File: src/rtl/keypad_decoder.sv
// keypad_decoder
//   Scans a 6x4 active-low matrix keypad, synchronises and debounces the column
//   returns, and emits exactly one single-cycle key event per debounced press for
//   the calculator register stage.
//
//   Key map (row r, column c; the lowest-numbered low column wins):
//     rows 0-3 : hex key, value 4*r+c  -> newhex / hexcode
//     row  4   : operator, opcode = c  -> newop  / opcode
//     row  5   : c0 = equals -> eq ; c1-c3 ignored (no pulse, key_busy still toggles)
//
//   Ports
//     clock       in   1  system clock
//     reset       in   1  synchronous, active-high
//     col_n       in   4  column returns, active-low, asynchronous, pulled up
//     row_n       out  6  row drive, active-low, exactly one bit low
//     newhex      out  1  one-cycle pulse: hex key event
//     hexcode     out  4  value of the last hex key, held between events
//     newop       out  1  one-cycle pulse: operator key event
//     opcode      out  2  operator of the last operator key, held between events
//     eq          out  1  one-cycle pulse: equals key event
//     key_busy    out  1  high from press detection until release is debounced
//     dbg_state_o out  2  current FSM state (SCAN=0, PRESS=1, EMIT=2, RELEASE=3)
//
//   Handshake: there is none; every event output is a fire-and-forget pulse that
//   is valid for exactly the one cycle it is high, with no back-pressure.
//
//   Build option: define KEYPAD_REPEAT_EN to make held hex keys auto-repeat
//   (first repeat REPEAT_DELAY cycles after the first pulse, then every
//   REPEAT_PERIOD cycles). Without it, REPEAT_DELAY/REPEAT_PERIOD are unused.
module keypad_decoder #(
    parameter int unsigned SETTLE_CYCLES   = 4,
    parameter int unsigned DEBOUNCE_CYCLES = 20000,
    parameter int unsigned REPEAT_DELAY    = 25000000,
    parameter int unsigned REPEAT_PERIOD   = 5000000
) (
    input  logic       clock,
    input  logic       reset,
    input  logic [3:0] col_n,
    output logic [5:0] row_n,
    output logic       newhex,
    output logic [3:0] hexcode,
    output logic       newop,
    output logic [1:0] opcode,
    output logic       eq,
    output logic       key_busy,
    output logic [1:0] dbg_state_o
);

    localparam int unsigned CNT_MAX = (SETTLE_CYCLES > DEBOUNCE_CYCLES) ?
                                      SETTLE_CYCLES : DEBOUNCE_CYCLES;
    localparam int CNT_W = $clog2(CNT_MAX);
    localparam logic [CNT_W-1:0] SETTLE_LAST = CNT_W'(SETTLE_CYCLES - 1);
    localparam logic [CNT_W-1:0] DEB_LAST    = CNT_W'(DEBOUNCE_CYCLES - 1);

    typedef enum logic [1:0] {
        ST_SCAN    = 2'd0,
        ST_PRESS   = 2'd1,
        ST_EMIT    = 2'd2,
        ST_RELEASE = 2'd3
    } state_t;

    state_t           state_q, state_d;
    logic [2:0]       row_q, row_d;
    logic [1:0]       col_q, col_d;
    logic [CNT_W-1:0] cnt_q, cnt_d;
    logic [3:0]       sync1_q, sync2_q;
    logic [3:0]       hexcode_q, hexcode_d;
    logic [1:0]       opcode_q, opcode_d;

    logic       any_low;
    logic [1:0] low_col;
    logic [2:0] next_row;
    logic       is_hex, is_op, is_eq;
    logic       emit_hex, emit_op, emit_eq;
    logic       rep_pulse;

    // Priority encode: the lowest low column wins.
    always_comb begin
        any_low = ~&sync2_q;
        low_col = 2'd0;
        for (int c = 3; c >= 0; c--) begin
            if (!sync2_q[c]) low_col = 2'(c);
        end
    end

    assign next_row = (row_q == 3'd5) ? 3'd0 : row_q + 3'd1;

    // The row stays driven from capture to release, so row_q is the key's row.
    assign is_hex = (row_q < 3'd4);
    assign is_op  = (row_q == 3'd4);
    assign is_eq  = (row_q == 3'd5) && (col_q == 2'd0);

    always_comb begin
        state_d   = state_q;
        row_d     = row_q;
        col_d     = col_q;
        cnt_d     = cnt_q;
        hexcode_d = hexcode_q;
        opcode_d  = opcode_q;
        emit_hex  = 1'b0;
        emit_op   = 1'b0;
        emit_eq   = 1'b0;
        case (state_q)
            ST_SCAN: begin
                if (cnt_q == SETTLE_LAST) begin
                    cnt_d = '0;
                    if (any_low) begin
                        col_d   = low_col;
                        state_d = ST_PRESS;
                    end else begin
                        row_d = next_row;
                    end
                end else begin
                    cnt_d = cnt_q + CNT_W'(1);
                end
            end
            ST_PRESS: begin
                if (!sync2_q[col_q]) begin
                    if (cnt_q == DEB_LAST) begin
                        cnt_d   = '0;
                        state_d = ST_EMIT;
                        // Codes load on entry to EMIT so they are valid with the pulse.
                        if (is_hex) hexcode_d = {row_q[1:0], col_q};
                        if (is_op)  opcode_d  = col_q;
                    end else begin
                        cnt_d = cnt_q + CNT_W'(1);
                    end
                end else begin
                    cnt_d   = '0;
                    state_d = ST_SCAN;
                end
            end
            ST_EMIT: begin
                emit_hex = is_hex;
                emit_op  = is_op;
                emit_eq  = is_eq;
                cnt_d    = '0;
                state_d  = ST_RELEASE;
            end
            ST_RELEASE: begin
                if (sync2_q == 4'hF) begin
                    if (cnt_q == DEB_LAST) begin
                        cnt_d   = '0;
                        row_d   = next_row;
                        state_d = ST_SCAN;
                    end else begin
                        cnt_d = cnt_q + CNT_W'(1);
                    end
                end else begin
                    cnt_d = '0;
                end
            end
            default: begin
                state_d = ST_SCAN;
                cnt_d   = '0;
            end
        endcase
    end

    always_ff @(posedge clock) begin
        if (reset) begin
            state_q   <= ST_SCAN;
            row_q     <= 3'd0;
            col_q     <= 2'd0;
            cnt_q     <= '0;
            sync1_q   <= 4'hF;
            sync2_q   <= 4'hF;
            hexcode_q <= 4'h0;
            opcode_q  <= 2'd0;
        end else begin
            state_q   <= state_d;
            row_q     <= row_d;
            col_q     <= col_d;
            cnt_q     <= cnt_d;
            sync1_q   <= col_n;
            sync2_q   <= sync1_q;
            hexcode_q <= hexcode_d;
            opcode_q  <= opcode_d;
        end
    end

`ifdef KEYPAD_REPEAT_EN
    localparam int unsigned REP_MAX = (REPEAT_DELAY > REPEAT_PERIOD) ?
                                      REPEAT_DELAY : REPEAT_PERIOD;
    localparam int REP_W = $clog2(REP_MAX);
    localparam logic [REP_W-1:0] RD_LAST = REP_W'(REPEAT_DELAY - 1);
    localparam logic [REP_W-1:0] RP_LAST = REP_W'(REPEAT_PERIOD - 1);

    logic [REP_W-1:0] rep_cnt_q, rep_cnt_d;
    logic             rep_first_q, rep_first_d;
    logic             rep_arm_q, rep_arm_d;

    // Repeat timing counts RELEASE cycles from the first pulse; any cycle with the
    // captured column high disarms it until the next press.
    always_comb begin
        rep_cnt_d   = rep_cnt_q;
        rep_first_d = rep_first_q;
        rep_arm_d   = rep_arm_q;
        rep_pulse   = 1'b0;
        if (state_q == ST_EMIT) begin
            rep_cnt_d   = '0;
            rep_first_d = 1'b1;
            rep_arm_d   = is_hex;
        end else if (state_q == ST_RELEASE) begin
            if (sync2_q[col_q]) begin
                rep_arm_d = 1'b0;
            end else if (rep_arm_q) begin
                if (rep_cnt_q == (rep_first_q ? RD_LAST : RP_LAST)) begin
                    rep_pulse   = 1'b1;
                    rep_cnt_d   = '0;
                    rep_first_d = 1'b0;
                end else begin
                    rep_cnt_d = rep_cnt_q + REP_W'(1);
                end
            end
        end
    end

    always_ff @(posedge clock) begin
        if (reset) begin
            rep_cnt_q   <= '0;
            rep_first_q <= 1'b0;
            rep_arm_q   <= 1'b0;
        end else begin
            rep_cnt_q   <= rep_cnt_d;
            rep_first_q <= rep_first_d;
            rep_arm_q   <= rep_arm_d;
        end
    end
`else
    assign rep_pulse = 1'b0;
`endif

    assign row_n       = ~(6'b000001 << row_q);
    assign newhex      = emit_hex | rep_pulse;
    assign newop       = emit_op;
    assign eq          = emit_eq;
    assign hexcode     = hexcode_q;
    assign opcode      = opcode_q;
    assign key_busy    = (state_q != ST_SCAN);
    assign dbg_state_o = state_q;

endmodule

File: config.mk
export PLATFORM = sky130hd
export DESIGN_NAME = keypad_decoder
export DESIGN_NICKNAME = d
export VERILOG_FILES = /design/src/rtl/keypad_decoder.sv
export SDC_FILE = /design/constraint.sdc
export NUM_CORES = 1
export LEC_CHECK = 0
export CORE_MARGIN = 2
export CORE_UTILIZATION = 45
export CTS_BUF_LIST = sky130_fd_sc_hd__clkbuf_16
export DETAILED_ROUTE_END_ITERATION = 12
export PLACE_DENSITY = 0.68
export REMOVE_ABC_BUFFERS = 1
export SLEW_MARGIN = 20
export SYNTH_ARGS = -nofsm -noshare
export SYNTH_HDL_FRONTEND = slang
export SYNTH_SLANG_ARGS = --single-unit
File: constraint.sdc
create_clock -name clock -period 2.5 [get_ports clock]
set_clock_uncertainty 0.2 [all_clocks]
set_input_delay 0.25 -clock clock [delete_from_list [all_inputs] [get_ports clock]]
set_output_delay 0.25 -clock clock [all_outputs]
set_load 0.02 [all_outputs]
## After elaboration in Yosys (flattened, before gate mapping)

Index checks and enable logic that the tools add are counted.

| operators by class | value |
|---|---|
| add/subtract/negate cells | 2 |
| reductions and logical operators | 11 |
| eq/ne operators | 14 |
| magnitude comparators | 2 |
| mux-type cells | 27 |
| shift-type cells | 1 |
| bitwise logic cells | 3 |

Operator list:

| operator | count |
|---|---|
| two-way mux 15 bit | 4 |
| case mux 15 bit (4 select lines) | 1 |
| two-way mux 2 bit | 10 |
| adder 15 x 1 -> 15 bit, second input constant | 1 |
| == test 15 bit, second input constant | 1 |
| == test 15 x 2 -> 1 bit, second input constant | 1 |
| two-way mux 3 bit | 5 |
| AND reduction 4 bit | 3 |
| != test 2 bit, second input constant | 5 |
| AND reduction 5 bit | 2 |
| case mux 2 bit (4 select lines) | 1 |
| == test 3 bit, second input constant | 2 |
| NOT 6 bit | 1 |
| case mux 3 bit (2 select lines) | 1 |
| left shift 1 x 3 -> 6 bit, first input constant | 1 |
| == test 2 bit, second input constant | 2 |
| == test 4 bit, second input constant | 1 |
| logical NOT 2 bit | 2 |
| two-way mux 1 bit | 4 |
| nonzero test 2 bit | 2 |
| adder 3 x 1 -> 3 bit, second input constant | 1 |
| less-than comparator 2 x 3 -> 1 bit, second input constant | 1 |
| less-than comparator 3 bit, second input constant | 1 |
| != test 3 bit, second input constant | 1 |
| 5 further kinds | 6 |

| storage, ports and cells | value |
|---|---|
| input port bits | 6 |
| output and inout bits | 18 |
| flip-flop bits (word level) | 36 |

## Depth between registers and ports, before layout

Gate-level depths: netlist of run 1.

| logic depth | value |
|---|---|
| word-level depth | 5 |
| depth in mapped cells | 7 |
| gate-level depth less buffers | 5 |

## Worst setup path before layout of run 1

No wires, ideal clock.

| timing | value |
|---|---|
| kind | register to output |
| start point | register row_q[2] |
| end point | output eq |
| buffers on the path | 1 |
| arrival time | 1.677 ns |
| setup slack | 0.373 ns |
| cell stages (with the launch flop) | 4 |
| data required time | 2.050 ns |
| cell sequence | dfxtp_1 -> clkbuf_1 -> nand3b_1 -> nor4_1 |

| between the ends | value |
|---|---|
| longest elaborated chain between the ends | 3 |

Ends and longest elaborated chain:

| what | line | RTL |
|---|---|---|
| start, declared | 63 | `logic [2:0] row_q, row_d;` |
| start signal, assigned | 172 | `row_q <= row_d;` |
| == test 3 bit | 91 | `assign is_eq = (row_q == 3'd5) && (col_q == 2'd0);` |
| logical AND 1 bit | 91 |  |
| two-way mux 1 bit | 103 | `case (state_q)` |
| end, declared | 44 | `output logic eq,` |

Every way passes these cells.

## Final worst setup path of run 1

| timing | value |
|---|---|
| start point | register row_q[2] |
| end point | output newop |

| between the ends | value |
|---|---|
| longest elaborated chain between the ends | 2 |

Ends and longest elaborated chain:

| what | line | RTL |
|---|---|---|
| == test 3 bit | 90 | `assign is_op = (row_q == 3'd4);` |
| two-way mux 1 bit | 103 |  |
| end, declared | 42 | `output logic newop,` |

Every way passes these cells.

==> results, run 1 <==
- The flow ran to the end, and the final reports show no timing, DRC or antenna violations.
- The slowest stage cell on the critical path is clkdlybuf4s50_1.
- Setup repair after global routing left no endpoint under its margin.
- The detailed-placement wirelength estimate is 2567 um.
- Relative to the synthesized area, the layout overhead comes to 23.47%.
- The average cell area after synthesis is 9.125 um2.
- After detailed routing, the number of vias per cell comes to 5.634.
- The worst hold path belongs to the class register to register.
- Clock tree synthesis found a total of 36 sinks.
- The synthesized design contains 0 enable-type register cells.
- After detailed routing, the average wire length per cell comes to 13.46 um.
- The routed layout has 1476 vias.
- The clock tree from TritonCTS is done.
- The synthesis-stage register bit count is 36.
- The biggest fanout along the worst timing path is 8.
- The register clock-pin slew on the reported worst setup and hold paths is 0.05 ns.
- Of the synthesized area, sequential elements account for 0.4135.
- The total area inside the core boundary comes to 3689 um2.
- Together, buffers and inverters on the worst path number 3.
- For this run, design rule violations remaining after detail routing come to 0.
- The number of buffers created by CTS is 5.
- The final number of max-transition violations was 0.
- The design draws 1.274 mW.
- Summing every instance area after synthesis gives 1743 um2.
- Before antenna repair, the detailed router went through 4 iterations.
- Yosys printed 0 warnings.
- The number of antenna violations at the first check in global routing was 0.
- Measured on the finished design, the core utilization comes to 0.5834.
- For this run, the top clock speed supported by timing is 0.4223 GHz.
- The insertion delay of the later-clocked pin in the worst-skew pair is 0.28 ns.
- The die covers 4387 um2.
- The total of max-cap violations is 0.
- The tree is rooted in a clkbuf_16.
- The number of antenna diodes in the final layout is 0.
- The via count of the first global-routing pass came to 1361.
- Setup violations remaining at the end of the flow were counted as 0.
- The maximum buffer depth of the clock tree is 2.
- For this run, the leading register cell type out of synthesis is dfxtp_1.
- The number of nets still failing antenna checks after routing is 0.
- In the final design database the tool counted 221 nets.
- Headroom to the max-slew limit came out at 0.5712.
- Synthesis produced 191 cells.
- The smallest clock period supported by the final layout is computed as 2.368 ns.
- Data on the critical path is required at its endpoint by 2.05 ns.
- On the worst path, the slowest cell contributes a delay of 0.61 ns.
- The number of different library cells in the post-synthesis netlist is 43.
- The static leakage power is 0.7509 nW.
- The congestion estimate from routability-driven global placement came to 0.8312.
- The overflow left after global routing is 0.
- The slew at the pin closest to its max-slew limit is 0.6374 ns.
- Dividing total power by cell area gives a power density of 592.1 nW/um2.
- The die boundary width is 66.24 um.
- The first global-routing pass estimated 6009 um of wire.
- Post-CTS repair changed the size of 0 cells.
- In this run the tool buffered the top-level ports with 23 buffer cells.
- The count of endpoints failing hold in the final timing report is 0.
- In the final layout, the share of cells above drive strength 1 is 0.1355.
- Hold repair after CTS inserted 0 buffers.
- The critical path is of the register to output port type.
- In this design, the critical path's most frequently occurring cell is inv_1.
- The total setup buffers inserted after CTS is 0.
- Pin placement for this block handled 24 I/O pins.
- For this run, the total global-route usage over all layers was measured as 0.1801.
- The arrival time of data at the critical path endpoint is 1.92 ns.
- The cell row count is 22.
- The H-tree generated during clock tree synthesis spans 2 levels.
- The maximum number of pins on one net before global-route repair is 23.
- The initial cell density of the core is 0.4725.
- Across the VDD grid, the largest voltage drop is 499.3 uV.
- In this run, the number of DRC markers left after iteration 0 of detailed routing was 134.
- Dividing the final minimum period by the clock period gives 0.9472.
- The post-synthesis async set-or-reset flop share is 0.
- The endpoint class of the critical path is an output port.
- The critical path startpoint category is a register.
- The final setup TNS is 0 ns.
- The height of the die is 66.24 um.
- The critical path goes through inv_1 -> nor3_2 -> inv_1 -> nor2_1 -> clkdlybuf4s50_1.
- The largest delay contributor family on the critical path is buffers and inverters.
- The post-detailed-routing wire length is 3527 um.
cell type report:
type	count	area [um2]
well taps	48	60.06
clock inverters	3	16.27
fillers	330	1536
flip-flops and latches	36	720.7
clock buffers	5	125.1
repair buffers	27	260.3
inverters	5	18.77
multi-input cells	138	950.9
through the flow:
step                      cell area, um2  hold slack (ns)  instances  worst slack (ns)
after floorplan                     1685           0.1191        179            0.4078
after global placement              2006           0.1924        254            0.3116
after detailed placement            2006           0.1980        254            0.2803
after CTS                           2147           0.2111        262           0.04334
after global routing                2152           0.2260        262           0.01259
final                               2152           0.2085        262            0.1319
worst paths after layout:
check | startpoint | to | slack, ns | cells after the start
worst max-delay path | row_q[2] | newop | 0.13 | 5
worst min-delay path | sync1_q[1] | sync2_q[1] | 0.21 | 1
worst max register to register | cnt_q[0] | row_q[1] | 0.23 | 5
worst min register to register | sync1_q[1] | sync2_q[1] | 0.21 | 1
metal layers:
| metal | wire length [um] | share of wire | global-route usage |
|---|---|---|---|
| met1 | 1649 | 0.47 | 0.2184 |
| met2 | 1676 | 0.48 | 0.3013 |
| met3 | 159 | 0.045 | 0.04429 |
| met4 | 42 | 0.012 | 0.07653 |
| met5 | 0 | 0 | 0 |
worst reg2reg max path: stages (launching register included):
cell and delay [ns]:
dfxtp_1 0.38, ha_1 0.23, nor4b_1 0.48, nand4_1 0.30, o22ai_1 0.21, mux2_2 0.35
synth_stat cells, drive strengths merged (2+ instances only):
cell,instances,area share
nand4b,2,0.010
nor2b,2,0.0072
nand4bb,4,0.026
o21ai,3,0.0086
nand2,11,0.024
or3,2,0.0072
and4,8,0.040
a21oi,11,0.034
dfxtp,36,0.41
nand3,6,0.017
nor2,12,0.026
or2,9,0.032
ha,2,0.014
o22ai,2,0.0072
xor2,12,0.060
and2,2,0.0072
nor4,4,0.018
nand2b,2,0.0072
nor4b,2,0.010
nor3,12,0.043
clkbuf,7,0.016
o41ai,6,0.030
inv,5,0.011
nand3b,2,0.0086
nand4,11,0.039
buf,5,0.017
power by group:
group / internal (mW) / switching [mW] / leakage (nW)
registers: 0.590 / 0.0155 / 0.293
logic: 0.0420 / 0.0454 / 0.382
clock network: 0.363 / 0.219 / 0.0764
logic make-up after synthesis:
family | share of synthesized area
AOI/OAI and AO/OA | 0.1041
xor gates and xnor gates | 0.06533
adders and majority gates | 0.01436
buffers and inverters | 0.04378
DFF | 0.4135
muxes | 0.02512
and+or+nand+nor | 0.3338
sequential cells by signal (all words and copies together) (netlist names), named ones only:
name         cells
sync1_q          4
sync2_q          4
opcode           2
dbg_state_o      1
cnt_q           15
col_q            2
row_q            3
hexcode          4
cell usage in the layout, fill, tap and decap left out, types with 7 or more instances in the layout:
| master | count |
|---|---|
| nor2_1 | 12 |
| dfxtp_1 | 36 |
| clkdlybuf4s50_1 | 23 |
| xor2_1 | 12 |
| or2_2 | 9 |
| and4_1 | 8 |
| nand2_1 | 11 |
| nor3_1 | 8 |
| nand4_1 | 11 |
| a21oi_1 | 10 |
| inv_1 | 7 |
Note: power is estimated with default switching activity, not from simulation.
==> inputs of run 2 (changes only) <==
- clock period: 2.5 -> 2.6 ns (I/O delays scaled with it)
==> results, run 2 (synthesis results as in run 1) <==
- Of all nets on the critical path, the largest fanout is 8.
- Detailed routing inserted a total of 1496 vias.
- The number of antenna diodes in the final layout is 0.
- For this run, the top clock speed supported by timing is 0.4163 GHz.
- The total area inside the core boundary comes to 3689 um2.
- The fraction of layout instances using a drive strength above 1 is 0.1402.
- STA classifies the critical path startpoint as a register.
- Among the stages of the critical path, the cell type that occurs most often is inv_1.
- The longest clock path from root to sink contains 2 buffers.
- Of the total power, the share spent switching nets is 0.2027.
- The initial utilization of the core area, before any placement, comes to 0.4725.
- The number of nets at the end of the flow is 221.
- The clock sink total is 36.
- The detailed-routing iteration count for the pre-antenna-repair pass is 4.
- The detailed-placement wirelength estimate is 2641 um.
- For this design the top-level I/O count stands at 24.
- The number of antenna violations at the first check in global routing is 0.
- The final core area utilization is 0.5896.
- Summed over all failing endpoints, the final setup total negative slack is 0 ns.
- TritonCTS built the clock tree.
- Entering global routing, the biggest net connects 23 pins.
- In this run the core area contains 22 standard-cell rows.
- The total of max-cap violations is 0.
- The clock tree synthesis step divided the H-tree into 2 levels.
- The final critical delay including setup and external delays is 2.402 ns.
- The arrival time of data at the critical path endpoint is 1.94 ns.
- The data required time at the worst endpoint is 2.14 ns.
- The top cell types in the final layout, fill and taps aside, are dfxtp_1, clkdlybuf4s50_1, nor2_1, xor2_1.
- Setup repair after global routing left no endpoint under its margin.
- The share of total power dissipated in combinational logic is 0.063.
- The critical path's largest stage delay is 0.61 ns.
- The clock reaches the later pin of the worst-skew pair after 0.27 ns.
- The power density over the cells is 607.2 nW/um2.
- The number of nets still failing antenna checks after routing is 0.
- The global placer's final weighted congestion is 0.8543.
- The most common cell after layout, fill and taps aside is dfxtp_1.
- The power share of the sequential group is 0.441.
- The post-detailed-routing wire length is 3679 um.
- The register clock-pin slew on the reported worst setup and hold paths is 0.05 ns.
- The area growth from synthesis to final layout is 24.77%.
- The static leakage power is 0.7594 nW.
- The number of cells on the critical path is 5.
- The die outline area is 4387 um2.
- Summed over all layers, the global routing overflow is 0.
- In the global route stage, overall resource usage came out at 0.1842.
- The endpoint class of the critical path is an output port.
- The final number of max-transition violations is 0.
- In this run the clock root is driven by a clkbuf_16.
- Across the VDD grid, the largest voltage drop is 456.2 uV.
- The via count of the first global-routing pass was 1359.
- The ratio of routed vias to standard cells is 5.710.
- The flip-flop count of the largest register after layout is 15.
- The largest delay contributor family on the critical path is buffers and inverters.
- The run finished with clean final reports.
- The internal power of the cells totals 1.053 mW.
- The critical path goes through inv_1 -> nor3_2 -> inv_1 -> nor2_1 -> clkdlybuf4s50_1.
- The worst hold path class is register to register.
- The number of buffers created by CTS is 5.
- The slowest stage cell on the critical path is clkdlybuf4s50_1.
- The total DRC errors in the routed layout is 0.
- The type of the setup path with the least slack is register to output port.
- The average routed wire per standard cell is 14.04 um.
- The first-pass GRT wire length is 6265 um.
- The register containing the most flip-flops in the final layout is cnt_q.
- Counting both buffers and inverters, the worst setup path holds a total of 3.
- The number of cells traversed by the worst hold path is 1.
- Headroom to the max-slew limit came out at 0.5965.
- At the pin with the least slew margin, the transition time is 0.6051 ns.
- The initial detailed-routing violation count is 86.
- The die boundary width is 66.24 um.
- Dividing the final minimum period by the clock period gives 0.9239.
- The share of power burned in the clock network is 0.496.
- The cell depth of the worst flop-to-flop path is 5.
- The number of I/O port buffers is 23.
- Post-CTS timing repair inserted 0 buffers for setup.
- The count of endpoints failing hold in the final timing report is 0.
- The reported net switching power is 267.7 uW.
- From bottom edge to top edge, the die measures 66.24 um.
- The number of setup violations in the final report is 0.
==> run 2: metrics by stage <==
step                      hold WS, ns  worst slack (ns)  instance area (um2)  power (mW)  instances
after floorplan                0.1291            0.5078                 1685      0.6440        179
after global placement         0.1918            0.4092                 2006      0.6735        254
after detailed placement       0.1936            0.3244                 2006      0.6781        254
after CTS                      0.2063            0.1112                 2170       1.332        262
after global routing           0.2235           0.05574                 2175       1.372        262
final                          0.2052            0.1977                 2175       1.320        262
==> run 2: final cells by class <==
cell class,count,area (um2)
Clock inverter,3,38.79
Multi-Input combinational cell,138,950.9
Inverter,5,18.77
Fill cell,334,1514
Tap cell,48,60.06
Timing Repair Buffer,27,260.3
Sequential cell,36,720.7
Clock buffer,5,125.1
==> run 2: worst reg2reg max path, cell delays in order, from the launching register on <==
cell     delay [ns]
dfxtp_1        0.38
ha_1           0.23
nor4b_1        0.50
nand4_1        0.32
o22ai_1        0.22
mux2_2         0.35
==> run 2: path summary, 6_finish.rpt <==
| path | start | to | slack, ns |
|---|---|---|---|
| max reg2reg | cnt_q[0] | row_q[1] | 0.29 |
| min reg2reg | sync1_q[0] | sync2_q[0] | 0.21 |
| max | row_q[2] | newop | 0.20 |
| min | sync1_q[0] | sync2_q[0] | 0.21 |
==> run 2: what timing repair did <==
action	CTS	global route
resized for setup	0	1
hold endpoints to repair	0	0
setup endpoints to repair	0	1
hold buffers	0	0
==> run 2: power by group through the flow <==
stage               registers (mW)  clock network [mW]  logic [mW]
floorplan                    0.590                   0      0.0536
global placement             0.592                   0      0.0817
detailed placement           0.593                   0      0.0846
CTS                          0.582               0.666      0.0843
global route                 0.585               0.696      0.0914
finish                       0.582               0.655      0.0835
==> run 2: layer usage <==
metal / up-vias / routed length, um / global-route usage
met5: - / 0 / 0
met4: 0 / 33 / 0.04592
li1: 745 / - / -
met1: 707 / 1674 / 0.2242
met2: 39 / 1773 / 0.3138
met3: 5 / 198 / 0.05792
